--- config.mk ---
export PLATFORM = sky130hd
export DESIGN_NAME = matrix_display_arbiter_flat
export DESIGN_NICKNAME = d
export VERILOG_FILES = /design/src/rtl/matrix_display_arbiter_pkg.sv /design/src/rtl/matrix_display_arbiter_if.sv /design/src/rtl/matrix_display_arbiter_prio_enc.sv /design/src/rtl/matrix_display_arbiter.sv /design/src/flat_wrapper.sv
export SDC_FILE = /design/constraint.sdc
export NUM_CORES = 1
export LEC_CHECK = 0
export BUFFER_PORTS_ARGS = -buffer_cell sky130_fd_sc_hd__buf_2
export CAP_MARGIN = 30
export CORE_AREA = 2 2 258 260
export DETAILED_ROUTE_END_ITERATION = 8
export DIE_AREA = 0 0 260 262
export GPL_ROUTABILITY_DRIVEN = 0
export PLACE_DENSITY = 0.52
export SETUP_SLACK_MARGIN = 0.05
export SYNTH_ARGS = -nofsm -noshare
export SYNTH_HDL_FRONTEND = slang
export SYNTH_SLANG_ARGS = --single-unit
--- constraint.sdc ---
create_clock -name clk -period 6.75 [get_ports clk]
set_input_delay 2.025 -clock clk [delete_from_list [all_inputs] [get_ports clk]]
set_output_delay 2.025 -clock clk [all_outputs]
set_load 0.01 [all_outputs]
--- src/rtl/matrix_display_arbiter_pkg.sv ---
// Shared types and constants for the LED matrix display arbiter.
package matrix_pkg;

  localparam int LED_BITS = 128;
  localparam int CNT_W    = 16;

  typedef logic [LED_BITS-1:0] led_pattern_t;

  localparam led_pattern_t BLANK = '0;

  typedef enum logic [1:0] {
    IDLE = 2'd0,
    HOLD = 2'd1,
    OPEN = 2'd2
  } arb_state_t;

  // Counter value loaded on every grant; the owner then spends exactly
  // hold_cycles cycles in HOLD before preemption becomes possible.
  function automatic logic [CNT_W-1:0] hold_load(input int hold_cycles);
    return CNT_W'(hold_cycles - 1);
  endfunction

endpackage

--- src/rtl/matrix_display_arbiter_if.sv ---
// Request/pattern bus between the pattern sources and the display arbiter.
//
// Handshake: req[i] is a level request held by source i for as long as it
// wants the display; grant[i] is the registered answer. A source owns the
// matrix only while both req[i] and grant[i] are high, and dropping req[i]
// releases ownership on the next edge. There is no separate ready: grant
// acts as ready, and pattern_in slice i is only looked at while granted.
interface matrix_display_arbiter_if
  import matrix_pkg::*;
#(
  parameter int NUM_REQ = 4
);
  localparam int IDX_W = $clog2(NUM_REQ);

  logic [NUM_REQ-1:0]          req;
  logic [NUM_REQ*LED_BITS-1:0] pattern_in;
  logic [NUM_REQ-1:0]          grant;
  led_pattern_t                led_on;
  logic                        owner_valid;
  logic [IDX_W-1:0]            owner_idx;
  logic                        switch_pulse;

  // Sources side: drives requests and patterns, observes ownership.
  modport master (
    output req, pattern_in,
    input  grant, led_on, owner_valid, owner_idx, switch_pulse
  );

  // Arbiter side.
  modport slave (
    input  req, pattern_in,
    output grant, led_on, owner_valid, owner_idx, switch_pulse
  );

endinterface

--- src/rtl/matrix_display_arbiter_prio_enc.sv ---
// Fixed-priority encoder: the lowest set bit of req wins.
module matrix_prio_enc #(
  parameter  int N = 4,
  localparam int W = (N > 1) ? $clog2(N) : 1
) (
  input  logic [N-1:0] req,
  output logic         valid,
  output logic [W-1:0] idx,
  output logic [N-1:0] onehot
);

  // Scan from the top down so the lowest requesting index is written last.
  always_comb begin
    valid  = 1'b0;
    idx    = '0;
    onehot = '0;
    for (int i = N - 1; i >= 0; i--) begin
      if (req[i]) begin
        valid     = 1'b1;
        idx       = W'(i);
        onehot    = '0;
        onehot[i] = 1'b1;
      end
    end
  end

endmodule

--- src/rtl/matrix_display_arbiter.sv ---
// Shares one 8x16 LED matrix between prioritised pattern sources. A new
// owner keeps the matrix for HOLD_CYCLES cycles so the driver's SPI burst
// is not torn by a preemption; releases are always honoured at once.
module matrix_display_arbiter
  import matrix_pkg::*;
#(
  parameter int           NUM_REQ       = 4,
  parameter int           HOLD_CYCLES   = 256,
  parameter led_pattern_t BLANK_PATTERN = BLANK
) (
  input  logic                          clk,
  input  logic                          rst,
  matrix_display_arbiter_if.slave       bus,
  output arb_state_t                    state
);

  localparam int              IDX_W     = $clog2(NUM_REQ);
  localparam logic [CNT_W-1:0] HOLD_LOAD = hold_load(HOLD_CYCLES);

  logic                 win_valid;
  logic [IDX_W-1:0]     win_idx;
  logic [NUM_REQ-1:0]   win_oh;

  logic [NUM_REQ-1:0]   grant_q;
  logic [IDX_W-1:0]     idx_q;
  logic                 valid_q;
  logic                 pulse_q;
  led_pattern_t         led_q;
  logic [CNT_W-1:0]     cnt;

  led_pattern_t         pats [NUM_REQ];
  logic                 owner_req;

  matrix_prio_enc #(.N(NUM_REQ)) u_prio_enc (
    .req    (bus.req),
    .valid  (win_valid),
    .idx    (win_idx),
    .onehot (win_oh)
  );

  // Split the packed pattern bus so only the selected slice reaches led_on.
  always_comb begin
    for (int i = 0; i < NUM_REQ; i++) begin
      pats[i] = bus.pattern_in[i*LED_BITS +: LED_BITS];
    end
  end

  assign owner_req = bus.req[idx_q];

  // Arbitration FSM with registered grant, index, pulse and pattern.
  always_ff @(posedge clk or posedge rst) begin
    if (rst) begin
      state   <= IDLE;
      grant_q <= '0;
      idx_q   <= '0;
      valid_q <= 1'b0;
      pulse_q <= 1'b0;
      led_q   <= BLANK_PATTERN;
      cnt     <= '0;
    end else begin
      pulse_q <= 1'b0;
      case (state)
        IDLE: begin
          led_q <= BLANK_PATTERN;
          if (win_valid) begin
            grant_q <= win_oh;
            idx_q   <= win_idx;
            valid_q <= 1'b1;
            led_q   <= pats[win_idx];
            cnt     <= HOLD_LOAD;
            pulse_q <= 1'b1;
            state   <= HOLD;
          end
        end

        HOLD: begin
          if (!owner_req) begin
            // Release beats the HOLD->OPEN step, even when cnt==0.
            pulse_q <= 1'b1;
            if (win_valid) begin
              grant_q <= win_oh;
              idx_q   <= win_idx;
              led_q   <= pats[win_idx];
              cnt     <= HOLD_LOAD;
            end else begin
              grant_q <= '0;
              idx_q   <= '0;
              valid_q <= 1'b0;
              led_q   <= BLANK_PATTERN;
              state   <= IDLE;
            end
          end else begin
            led_q <= pats[idx_q];
            if (cnt == '0) begin
              state <= OPEN;
            end else begin
              cnt <= cnt - 1'b1;
            end
          end
        end

        OPEN: begin
          if (!win_valid) begin
            grant_q <= '0;
            idx_q   <= '0;
            valid_q <= 1'b0;
            led_q   <= BLANK_PATTERN;
            pulse_q <= 1'b1;
            state   <= IDLE;
          end else if (win_idx != idx_q) begin
            // Covers both a higher-priority arrival and an owner drop.
            grant_q <= win_oh;
            idx_q   <= win_idx;
            led_q   <= pats[win_idx];
            cnt     <= HOLD_LOAD;
            pulse_q <= 1'b1;
            state   <= HOLD;
          end else begin
            led_q <= pats[idx_q];
          end
        end

        default: begin
          grant_q <= '0;
          idx_q   <= '0;
          valid_q <= 1'b0;
          led_q   <= BLANK_PATTERN;
          state   <= IDLE;
        end
      endcase
    end
  end

  assign bus.grant        = grant_q;
  assign bus.owner_idx    = idx_q;
  assign bus.owner_valid  = valid_q;
  assign bus.switch_pulse = pulse_q;
  assign bus.led_on       = led_q;

endmodule

--- src/flat_wrapper.sv ---
// flat-port wrapper written by rule: the top's interface ports become plain ports
module matrix_display_arbiter_flat import matrix_pkg::*;
#(
  parameter int           NUM_REQ       = 4,
  parameter int           HOLD_CYCLES   = 256,
  parameter led_pattern_t BLANK_PATTERN = BLANK
)
  (clk, rst, state, bus_req, bus_pattern_in, bus_grant, bus_led_on, bus_owner_valid, bus_owner_idx, bus_switch_pulse);
  matrix_display_arbiter_if #(.NUM_REQ(NUM_REQ)) bus_i ();
  input  logic clk;
  input  logic rst;
  output arb_state_t state;
  input wire logic [$bits(bus_i.req)-1:0] bus_req;
  input wire logic [$bits(bus_i.pattern_in)-1:0] bus_pattern_in;
  output wire logic [$bits(bus_i.grant)-1:0] bus_grant;
  output wire logic [$bits(bus_i.led_on)-1:0] bus_led_on;
  output wire logic [$bits(bus_i.owner_valid)-1:0] bus_owner_valid;
  output wire logic [$bits(bus_i.owner_idx)-1:0] bus_owner_idx;
  output wire logic [$bits(bus_i.switch_pulse)-1:0] bus_switch_pulse;
  assign bus_i.req = bus_req;
  assign bus_i.pattern_in = bus_pattern_in;
  assign bus_grant = bus_i.grant;
  assign bus_led_on = bus_i.led_on;
  assign bus_owner_valid = bus_i.owner_valid;
  assign bus_owner_idx = bus_i.owner_idx;
  assign bus_switch_pulse = bus_i.switch_pulse;
  matrix_display_arbiter #(.NUM_REQ(NUM_REQ), .HOLD_CYCLES(HOLD_CYCLES), .BLANK_PATTERN(BLANK_PATTERN)) u_core (.clk(clk), .rst(rst), .bus(bus_i), .state(state));
endmodule
== After elaboration in Yosys (flattened, before gate mapping) ==
Cells that the tools add are included.
Widths: inputs -> output; s select.

* Bits in writable memories: 0
* Memories: 0
* Bits of input ports: 518
* Bits in read-only memories: 0
* Output and inout port bits: 138
* Bits in latches: 0
* Word-level logic and storage cells: 90
* Register bits after elaboration: 154

* Multipliers: 0
* $add $sub $neg: 1
* Reduce and logical (&&, ||, !) cells: 7
* Bitwise operators: 2
* Multiplexer cells: 59
* Shift-type cells: 0
* Div/mod/pow operators: 0
* Equal/unequal tests: 11
* $lt $le $gt $ge: 3

{| class="wikitable"
|+ Operators with widths
! cell !! number
|-
| $mux 128 || 8
|-
| $bmux 128 s2 || 2
|-
| $pmux 128 s3 || 1
|-
| $mux 16 || 5
|-
| $pmux 16 s3 || 1
|-
| $mux 4 || 9
|-
| $mux 2 || 15
|-
| $logic_not 16->1 || 1
|-
| $sub 16x1->16 const B || 1
|-
| $mux 1 || 12
|-
| $ne 3x3->1 const B || 4
|-
| $pmux 2 s3 || 2
|-
| $pmux 4 s3 || 1
|-
| $reduce_and 4->1 || 2
|-
| $ge 3x3->1 const B || 2
|-
| $ne 2x1->1 const B || 3
|-
| $not 2->3 || 2
|-
| $pmux 1 s3 || 2
|-
| $lt 2x3->1 const B || 1
|-
| $reduce_and 3->1 || 1
|-
| $reduce_bool 3->1 || 1
|-
| $bmux 1 s2 || 1
|-
| $eq 2x1->1 const B || 1
|-
| $eq 2x2->1 const B || 1
|-
| other kinds (4) || 4
|}

== Depth between registers and ports, before layout ==
* Depth in word-level cells: 11
* Gate-level depth with buffers: 10
* Gate-level depth less buffers: 7

== Hierarchy ==
From an unflattened synthesis, not the netlist that was laid out.

* Cells, all modules: 822
* Area, all modules: 12429.4 um^2

{| class="wikitable"
|+ Modules (own cells, without submodules)
! module !! seq. area each (um^2) !! area an instance (um^2) !! times used !! cells an instance
|-
| matrix_display_arbiter || 3853.7 || 12368.1 || 1 || 811
|-
| matrix_prio_enc || 0.0 || 61.3 || 1 || 11
|}

== Least setup slack after synthesis ==
OpenSTA, ideal clock, no wires.

* Path kind: input -> register
* Start point: input port bus_req[2]
* End point: register u_core.led_q[100], in the netlist u_core.bus.led_on[100]
* Data required time: 6.629 ns
* Data arrival time: 3.545 ns
* Slack: 3.084 ns
* Setup time: 0.121 ns
* Stages on the path: 7
* Path buffers: 2
* Cell sequence: and2b_1 nor2_1 nor2_1 buf_2 buf_2 mux4_2 a22o_2

* Longest elaborated chain between the ends: 10
* Elaborated cells between the ends (all ways): 18
* Classes of those cells: eq/ne (1); mux (16); bitwise (1)

{| class="wikitable"
|+ RTL lines
! item !! line !! text
|-
| start: declaration || flat_wrapper.sv:13 || <nowiki>input wire logic [$bits(bus_i.req)-1:0] bus_req;</nowiki>
|-
| $mux 2 (3 in a row) || matrix_display_arbiter_prio_enc.sv:18 || <nowiki>if (req[i]) begin</nowiki>
|-
| $not 2->3 (implied by the code) || matrix_display_arbiter.sv:69, matrix_display_arbiter.sv:83, matrix_display_arbiter.sv:114 ||
|-
| $bmux 128 s2 || matrix_display_arbiter.sv:69, matrix_display_arbiter.sv:83, matrix_display_arbiter.sv:114 ||
|-
| $mux 128 (implied by the code) (2 in a row) || matrix_display_arbiter.sv:69, matrix_display_arbiter.sv:83, matrix_display_arbiter.sv:114 ||
|-
| $mux 128, on equally long branches || matrix_display_arbiter.sv:110, matrix_display_arbiter.sv:65, matrix_display_arbiter.sv:80 ||
|-
| $mux 128, on equally long branches || matrix_display_arbiter.sv:103, matrix_display_arbiter.sv:77 ||
|-
| $pmux 128 s3 * || matrix_display_arbiter.sv:62 || <nowiki>case (state)</nowiki>
|-
| end signal: assignment || matrix_display_arbiter.sv:69 || <nowiki>led_q <= pats[win_idx];</nowiki>
|-
| end signal: assignment || matrix_display_arbiter.sv:83 || <nowiki>led_q <= pats[win_idx];</nowiki>
|-
| end signal: assignment || matrix_display_arbiter.sv:114 || <nowiki>led_q <= pats[win_idx];</nowiki>
|-
| end: declaration || matrix_display_arbiter.sv:28 || <nowiki>led_pattern_t led_q;</nowiki>
|}

Mark *: on every way between the ends. The rest lies on a longest branch, timed or not. The select of a mux whose other input is x is not followed.
A chain may end at the register's enable or synchronous reset.

== Worst setup path after layout ==
* Start point: input port bus_req[0]
* End point: register u_core.led_q[108], in the netlist u_core.bus.led_on[108]

* Longest elaborated chain between the ends: 8
* Elaborated cells between the ends (all ways): 14
* Classes of those cells: eq/ne (1); mux (12); bitwise (1)

{| class="wikitable"
|+ RTL lines
! item !! line
|-
| $mux 2 || matrix_display_arbiter_prio_enc.sv:18
|-
| $not 2->3 (implied by the code) || matrix_display_arbiter.sv:69, matrix_display_arbiter.sv:83, matrix_display_arbiter.sv:114
|-
| $bmux 128 s2 || matrix_display_arbiter.sv:69, matrix_display_arbiter.sv:83, matrix_display_arbiter.sv:114
|-
| $mux 128 (implied by the code) (2 in a row) || matrix_display_arbiter.sv:69, matrix_display_arbiter.sv:83, matrix_display_arbiter.sv:114
|-
| $mux 128, on equally long branches || matrix_display_arbiter.sv:110, matrix_display_arbiter.sv:65, matrix_display_arbiter.sv:80
|-
| $mux 128, on equally long branches || matrix_display_arbiter.sv:103, matrix_display_arbiter.sv:77
|-
| $pmux 128 s3 * || matrix_display_arbiter.sv:62
|}

Marks and branches as above.

==> results.py <==
metrics = {
    "clock_network": {
        "clockRootBuffer": "clkbuf_16",
        "cts_tree": "done",
        "clock_path_buffers": 2,
        "clk_pin_slew_ps": 70,
        "cts.repair.resized": 0,
        "hold_buffers": 0,
        "cts_sinks": 154,
        "cts_max_level": 4,
        "post_cts_buffers": 0,
        "clkLatencyLatePin_ps": 480,
        "cts_buffers": 17,
    },
    "sta": {
        "fin_skew_ps": 17.7,
        "drv_slew": 0,
        "setup_ws_ps": 2930,
        "fin_crit_sh": 0.566,
        "setup-violations-final": 0,
        "slew_headroom": 0.385,
        "rsz0062_at_grt": "no",
        "tightest_slew_ps": 922,
        "finalHoldViolations": 0,
        "fin_crit_ps": 3820,
        "fmax_mhz": 262,
        "fin_tns_setup_ps": 0,
    },
    "global_routing": {
        "grt_pass1_wl_um": 71200,
        "grt_pass1_vias": 11900,
        "antenna_found_initial": 12,
        "grt_overflow": 0,
        "grt_start_max_net_pins": 129,
        "track_usage": 0.139,
    },
    "worst_setup_path": {
        "path_cells": "buf_2 -> mux4_2 -> nor2_1 -> a311oi_1 -> nor3_4 -> buf_12 -> a22o_2",
        "crit_fanout": 128,
        "slowest_stage": "mux4_2",
        "cp-end-kind": "flop",
        "cpPeakStageDelay_ps": 630,
        "cp.arrival_ps": 4220,
        "critical_path_required_ps": 7160,
        "crit_type": "in2reg",
        "worst_setup_path_start_kind": "input port",
    },
    "drt": {
        "wire_per_inst_um": 21.4,
        "dr.pass1.iters": 5,
        "routed_wl_um": 49200,
        "vias": 11300,
        "drc": 0,
        "viasPerCell": 4.90,
        "ant_nets": 0,
        "first_iter_violations": 828,
    },
    "power": {
        "p_per_area_mw_per_mm2": 357,
        "leakage_nw": 7.43,
        "p_clk_frac": 0.166,
        "netSwitchingFraction": 0.407,
        "power_switching_mw": 2.52,
        "p_seq_frac": 0.255,
        "ir_drop_mv": 0.457,
        "p_comb_frac": 0.579,
        "p_int_mw": 3.66,
    },
    "placement": {
        "dp_slack_ps": 2530,
        "hpwl_um": 37400,
        "port_buffers": 655,
    },
    "status": {
        "run_status": "completed",
    },
    "die": {
        "die_area_mm2": 0.0681,
        "ios": 656,
        "die_y_um": 262,
        "core.rowCount": 94,
        "initial_core_util": 0.195,
        "dieWidth_um": 260,
        "core-area_mm2": 0.0653,
    },
    "synthesis": {
        "synth_flop_cell": "dfrtp_1",
        "synth_seq_cells": 154,
        "yosysWarningCount": 0,
        "synth_edf_count": 0,
        "syn-cell-area_mm2": 0.0128,
        "syn_inst": 830,
        "syn_area_per_cell_um2": 15.4,
        "async_flop_share": 1.00,
        "yosysMostFrequentCell": "mux4_2",
        "synth_area_leaders": "mux4_2 (45%), dfrtp_1 (30%), a22o_2 (5.3%), a22o_1 (4.3%), buf_2 (1.7%)",
        "yosys-top-cells-count": "mux4_2 (257), dfrtp_1 (154), a22o_2 (68), a22o_1 (62), buf_2 (44)",
        "ys_types": 67,
        "syn_nets": 1353,
        "netlist.area_leader.share": 0.454,
        "ys_seq_area_frac": 0.302,
        "synth_top_cell_by_area": "mux4_2",
    },
    "final_layout": {
        "nets": 1941,
        "final_util": 0.265,
        "drive_above_1_share": 0.736,
        "syn_to_final_growth_pct": 35.7,
    },
    "min_path": {
        "hp-class": "reg2reg",
    },
    "flow_run": {
        "cap_violations": 0,
    },
}
==> final cells by class <==
type	count	area, um2
antenna	6	15.0
clock buffer	20	457
clock inverter	12	139
fill	6803	48000
inverter	19	76.3
multi-input combinational	557	8200
sequential	154	3860
tap	864	1080
timing repair buffer	669	3470
==> power by group through the flow <==
stage | clock, mW | combinational [mW] | sequential, mW
2_1_floorplan | 0 | 2.50 | 1.68
3_3_place_gp | 0 | 3.58 | 1.60
3_5_place_dp | 0 | 3.63 | 1.60
4_1_cts | 1.09 | 3.63 | 1.59
5_1_grt | 1.12 | 3.88 | 1.62
6_report | 1.03 | 3.58 | 1.58
==> sequential cells by signal, indices dropped and copies added, names as in the netlist <==
signal / cells
u_core.bus.owner_idx: 2
u_core.bus.led_on: 128
u_core.state: 2
u_core.cnt: 16
u_core.bus.switch_pulse: 1
u_core.bus.owner_valid: 1
u_core.bus.grant: 4
==> kinds of logic after synthesis <==
family,after synthesis,share of synthesized area
simple gates,89,0.0419
compound gates,197,0.133
flops,154,0.302
buf+inv,119,0.0562
fa+ha+maj,5,0.00491
xor+xnor,1,0.000687
mux,265,0.461
==> routing by layer <==
| layer | share of wire | GRT usage | up-vias |
|---|---|---|---|
| met5 | 0.00016 | 0 | - |
| met4 | 0.027 | 0.0599 | 2 |
| met3 | 0.086 | 0.0397 | 87 |
| met2 | 0.51 | 0.241 | 582 |
| met1 | 0.37 | 0.161 | 5780 |
| li1 | - | - | 4818 |
==> worst paths after layout <==
path / from / endpoint / slack (ps) / cells after the start
worst max-delay path: bus_req[0] / u_core.bus.led_on[108] / 2930 / 7
worst min-delay path: u_core.bus.grant[1] / u_core.bus.grant[1] / 500 / 1
worst max register to register: u_core.bus.owner_idx[0] / u_core.cnt[6] / 3650 / 7
worst min register to register: u_core.bus.grant[1] / u_core.bus.grant[1] / 500 / 1
max in group asynchronous: rst / u_core.bus.led_on[57] / 4020 / 3
min in group asynchronous: rst / u_core.bus.led_on[3] / 1620 / 2
==> critical path: cells and delay by family <==
| family | cells | cell delay (ps) |
|---|---|---|
| buf+inv | 2 | 640 |
| compound gates | 2 | 350 |
| simple gates | 2 | 400 |
| mux | 1 | 630 |
==> per-stage QoR <==
stage                     power [mW]  hold slack [ps]  area, um2  cells
after CTS                       6.30              509      17300   2295
final                           6.18              504      17300   2301
after global routing            6.63              524      17300   2298
after detailed placement        5.23              492      16700   2263
after global placement          5.18              486      16700   2263
after floorplan                 4.17              511      12800    830
==> cell usage in the layout, fill, tap and decap left out, types with 5 or more instances in the layout <==
| master | instances |
|---|---|
| nor2_1 | 15 |
| a211oi_1 | 8 |
| a21oi_1 | 9 |
| o22ai_1 | 5 |
| inv_1 | 18 |
| buf_2 | 655 |
| o21ai_0 | 8 |
| a31oi_1 | 8 |
| buf_12 | 7 |
| ha_1 | 5 |
| buf_4 | 7 |
| dfrtp_1 | 152 |
| nand2_1 | 13 |
| clkbuf_16 | 17 |
| mux2_2 | 8 |
| a22o_1 | 62 |
| a22o_2 | 68 |
| nor3_1 | 8 |
| mux4_2 | 257 |
| o31ai_1 | 6 |
| diode_2 | 6 |
Note: power is estimated with default switching activity, not from simulation.
